### src/rtl/pipe_hazard_ctrl.sv
// Stall/flush sequencer for the five-stage pipeline: freezes and flushes the PC and
// inter-stage registers, sequences the SRAM handshake with a timeout, and keeps statistics.
//
// state    | meaning
// RUN      | pipeline flowing; hazard and branch responses applied
// MEM_WAIT | memory access outstanding; pipeline frozen until ready or timeout
module pipe_hazard_ctrl #(
  parameter int TIMEOUT = 64,
  parameter int CNT_W   = 16
) (
  input  logic             clk,
  input  logic             rst,
  input  logic             hazard,
  input  logic             branch_taken,
  input  logic             mem_req,
  input  logic             mem_ready,
  input  logic             err_clr,
  input  logic             cnt_clr,
  output logic             pc_freeze,
  output logic             if_freeze,
  output logic             if_flush,
  output logic             id_flush,
  output logic             pipe_freeze,
  output logic             mem_start,
  output logic             mem_busy,
  output logic             mem_err,
  output logic [CNT_W-1:0] stall_cnt,
  output logic [CNT_W-1:0] flush_cnt
);

  localparam int WCNT_W = (TIMEOUT > 2) ? $clog2(TIMEOUT) : 1;
  localparam logic [WCNT_W-1:0] WCNT_LAST = WCNT_W'(TIMEOUT - 1);
  localparam logic [CNT_W-1:0]  CNT_MAX   = {CNT_W{1'b1}};

  typedef enum logic {
    RUN      = 1'b0,
    MEM_WAIT = 1'b1
  } state_t;

  state_t            state, state_nxt;
  logic [WCNT_W-1:0] wcnt, wcnt_nxt;
  logic              timeout;
  logic              set_err;

  assign timeout  = (wcnt == WCNT_LAST);
  assign mem_busy = (state == MEM_WAIT);

  always_ff @(posedge clk or negedge rst) begin
    if (!rst) begin
      state <= RUN;
      wcnt  <= '0;
    end else begin
      state <= state_nxt;
      wcnt  <= wcnt_nxt;
    end
  end

  always_comb begin
    state_nxt   = state;
    wcnt_nxt    = wcnt;
    pc_freeze   = 1'b0;
    if_freeze   = 1'b0;
    if_flush    = 1'b0;
    id_flush    = 1'b0;
    pipe_freeze = 1'b0;
    mem_start   = 1'b0;
    set_err     = 1'b0;
    case (state)
      RUN: begin
        if (mem_req) begin
          mem_start   = 1'b1;
          pc_freeze   = 1'b1;
          if_freeze   = 1'b1;
          pipe_freeze = 1'b1;
          state_nxt   = MEM_WAIT;
          wcnt_nxt    = '0;
        end else if (branch_taken) begin
          if_flush = 1'b1;
          id_flush = 1'b1;
        end else if (hazard) begin
          pc_freeze = 1'b1;
          if_freeze = 1'b1;
          id_flush  = 1'b1;
        end
      end
      MEM_WAIT: begin
        if (!mem_ready && !timeout) begin
          pc_freeze   = 1'b1;
          if_freeze   = 1'b1;
          pipe_freeze = 1'b1;
          wcnt_nxt    = wcnt + 1'b1;
        end else begin
          // Release (or abort) cycle: a branch held in EXE during the wait lands now.
          state_nxt = RUN;
          wcnt_nxt  = '0;
          set_err   = !mem_ready;
          if (branch_taken) begin
            if_flush = 1'b1;
            id_flush = 1'b1;
          end else if (hazard) begin
            pc_freeze = 1'b1;
            if_freeze = 1'b1;
            id_flush  = 1'b1;
          end
        end
      end
      default: state_nxt = RUN;
    endcase
  end

  always_ff @(posedge clk or negedge rst) begin
    if (!rst) begin
      mem_err <= 1'b0;
    end else if (set_err) begin
      mem_err <= 1'b1;
    end else if (err_clr) begin
      mem_err <= 1'b0;
    end
  end

  always_ff @(posedge clk or negedge rst) begin
    if (!rst) begin
      stall_cnt <= '0;
      flush_cnt <= '0;
    end else if (cnt_clr) begin
      stall_cnt <= '0;
      flush_cnt <= '0;
    end else begin
      if (pc_freeze && (stall_cnt != CNT_MAX)) stall_cnt <= stall_cnt + 1'b1;
      if (if_flush && (flush_cnt != CNT_MAX)) flush_cnt <= flush_cnt + 1'b1;
    end
  end

endmodule

### config.mk
export PLATFORM = sky130hd
export DESIGN_NAME = pipe_hazard_ctrl
export DESIGN_NICKNAME = d
export VERILOG_FILES = /design/src/rtl/pipe_hazard_ctrl.sv
export SDC_FILE = /design/constraint.sdc
export NUM_CORES = 1
export LEC_CHECK = 0
export CORE_ASPECT_RATIO = 1.2
export CORE_MARGIN = 3
export CORE_UTILIZATION = 51
export CTS_CLUSTER_SIZE = 10
export DETAILED_ROUTE_END_ITERATION = 10
export PLACE_DENSITY = 0.88
export SETUP_SLACK_MARGIN = 0.05
export SLEW_MARGIN = 30
export SYNTH_ARGS = -nofsm -noshare
export SYNTH_HDL_FRONTEND = slang
export SYNTH_SLANG_ARGS = --single-unit
### constraint.sdc
create_clock -name clk -period 2.7 [get_ports clk]
set_input_delay 0.405 -clock clk [delete_from_list [all_inputs] [get_ports clk]]
set_output_delay 0.405 -clock clk [all_outputs]
set_load 0.05 [all_outputs]
==> impl_metrics.toml <==
[power_and_ir_drop]
power_w = 0.00139
switchingPower_w = 0.000410
power.share.switching = 0.296
leakagePower_nw = 1.14
p_clk_frac = 0.354
combPwrFrac = 0.189
powerDensity_nw_per_um2 = 473
intPower_w = 0.000977
pwr-share-seq = 0.456
ir_drop_v = 0.000377

[global_route]
grt_pass1_vias = 2037
grt_use_total = 0.218
antenna_found_initial = 0
grt_pass1_wl_mm = 9.09
overflow = 0
grt_max_degree = 41

[final_layout]
nNetsFinal = 304
drive_gt1_frac = 0.105
synthToLayoutAreaGrowth_pct = 27.0
mostFrequentLayoutCells = "clkdlybuf4s50_1, dfrtp_1, nand2_1, nor2_1, a21oi_1"
final_common_cell = "clkdlybuf4s50_1"
num_antenna_cells = 0

[sta]
finalHoldViolCount = 0
slew_violations = 0
worst_slack_ns = 0.246
fin_crit_ns = 2.45
setup_tns_ns = 0
post-route-period-util = 0.909
tightest_slew_ns = 0.711
hold_slack_ns = 0.0568
rsz0062_at_grt = "false"
max_slew_margin = 0.524
setup_violations = 0
fmax_mhz = 407
fin_worst_skew_ns = 0.0112

[route]
via_count = 2106
ant_nets = 0
drt_first_pass_iters = 4
post-route-drc-count = 0
avgRoutedWirePerCell_um = 15.3
vias_per_cell = 6.02
dr.first_iter.drc_count = 199
routed_wl_mm = 5.35

[floorplanning]
die_x_um = 67.4
std_cell_rows = 26
die_y_um = 79.7
core-area_um2 = 4330
die_area_um2 = 5370
initial_core_util = 0.534
io-pin-count = 48

[worst_setup_path]
path_buf_inv = 2
cp.arrival_ns = 2.05
slowest_stage = "dfrtp_1"
worstPathCellList = "ha_1 -> and3_4 -> a31o_4 -> nand3_2 -> inv_1 -> buf_12"
critPathLaunchType = "register"
crit_path_max_incr_delay_ns = 0.38
crit_family = "simple AND/OR/NAND/NOR gates"
worst_setup_path_end_kind = "output port"
critPathMaxFanout = 17
path_class = "register to output port"
crit_required_ns = 2.30

[cts]
cts_resized = 0
clk_pin_slew_ns = 0.08
clock_sinks = 40
cts_made_buffers = 5
htreeDepth = 2
clk_path_buf_depth = 2
ctsRootBufferMaster = "clkbuf_8"
cts_hold_buffers = 0
cts_tree = "built"
cts_setup_buffers = 0
clk_latency_ns = 0.30

[synth]
ys_warn_count = 0
synth_edf_count = 0
synthTopCellsByArea = "dfrtp_1, a21oi_1, nand3_1, mux2_2, nor2_1"
syn_nets = 260
synth_cell_type_count = 44
yosysSeqAreaShare = 0.434
synthFlopType = "dfrtp_1"
syn_inst = 249
synth_largest_area_cell = "dfrtp_1"
async_flop_share = 1.00
avgSynthCellArea_um2 = 9.27
synth_top_area_frac = 0.434
synth-seq-cells = 40
syn_area_um2 = 2310

[placed_design]
hpwl_mm = 3.85
io_buffers = 47
preCtsSetupSlack_ns = 0.214
place.gp.congestion = 0.783

[status]
outcome = "finished clean"

[min_path]
hold_class = "input port to asynchronous set/reset pin"

[run]
drv_cap = 0
==> metrics by stage <==
step,util,cell area (µm²),instances
3_5_place_dp,0.652,2820,342
5_1_grt,0.678,2930,350
6_report,0.678,2930,350
3_3_place_gp,0.652,2820,342
2_1_floorplan,-,2310,249
4_1_cts,0.677,2930,350
==> cells by family after synthesis <==
logic type | share of synthesized area
compound gates | 0.160
xor+xnor | 0.0190
fa+ha+maj | 0.0163
buf+inv | 0.0396
flops | 0.434
mux | 0.0341
simple gates | 0.298
==> flip-flops by register name (all words and copies together), names as in the netlist <==
register and flops:
flush_cnt 16, stall_cnt 16, wcnt 6, mem_busy 1
mem_err 1
==> layout make-up <==
type	instances	area, µm²
fillers	353	1400
multi-input cells	190	1220
flip-flops and latches	40	1000
repair buffers	49	508
clock buffers	6	72.6
well taps	56	70.1
clock inverters	2	35.0
inverters	7	26.3
==> power groups by stage <==
stage,Combinational (W),Sequential [W],Clock [W]
floorplan,0.000133,0.000677,0
global placement,0.000260,0.000643,0
detailed placement,0.000263,0.000644,0
CTS,0.000264,0.000633,0.000496
global route,0.000282,0.000636,0.000521
finish,0.000262,0.000633,0.000492
==> synthesized netlist by cell type (2+ instances only) <==
cell type,n
a2111oi_2,2
a211oi_1,6
a21oi_1,17
and3_1,4
and4_1,3
buf_2,4
buf_4,2
clkbuf_1,5
dfrtp_1,40
ha_1,3
inv_1,7
mux2_2,7
nand2_1,20
nand3_1,16
nand4_1,11
nor2_1,21
nor2b_1,12
nor3_1,5
nor3b_1,2
nor4_1,4
o21ai_0,12
o31ai_1,8
o41ai_1,3
or3_1,3
or4_1,7
or4b_1,3
xnor2_1,5
==> routing by layer <==
metal  part of all wire  track usage
met5                  0            0
met4              0.016       0.0892
met3              0.050       0.0380
met2               0.50        0.364
met1               0.43        0.274
==> final timing paths <==
check,from,end,slack [ns],cells after the start
min in group clk,wcnt[2],wcnt[2],0.51,1
max reg2reg,flush_cnt[0],flush_cnt[8],0.44,5
min reg2reg,wcnt[2],wcnt[2],0.51,1
max,wcnt[0],if_flush,0.25,6
min,rst,wcnt[4],0.06,1
max in group asynchronous,rst,stall_cnt[9],2.28,1
Power figures use the tool's default switching activity.
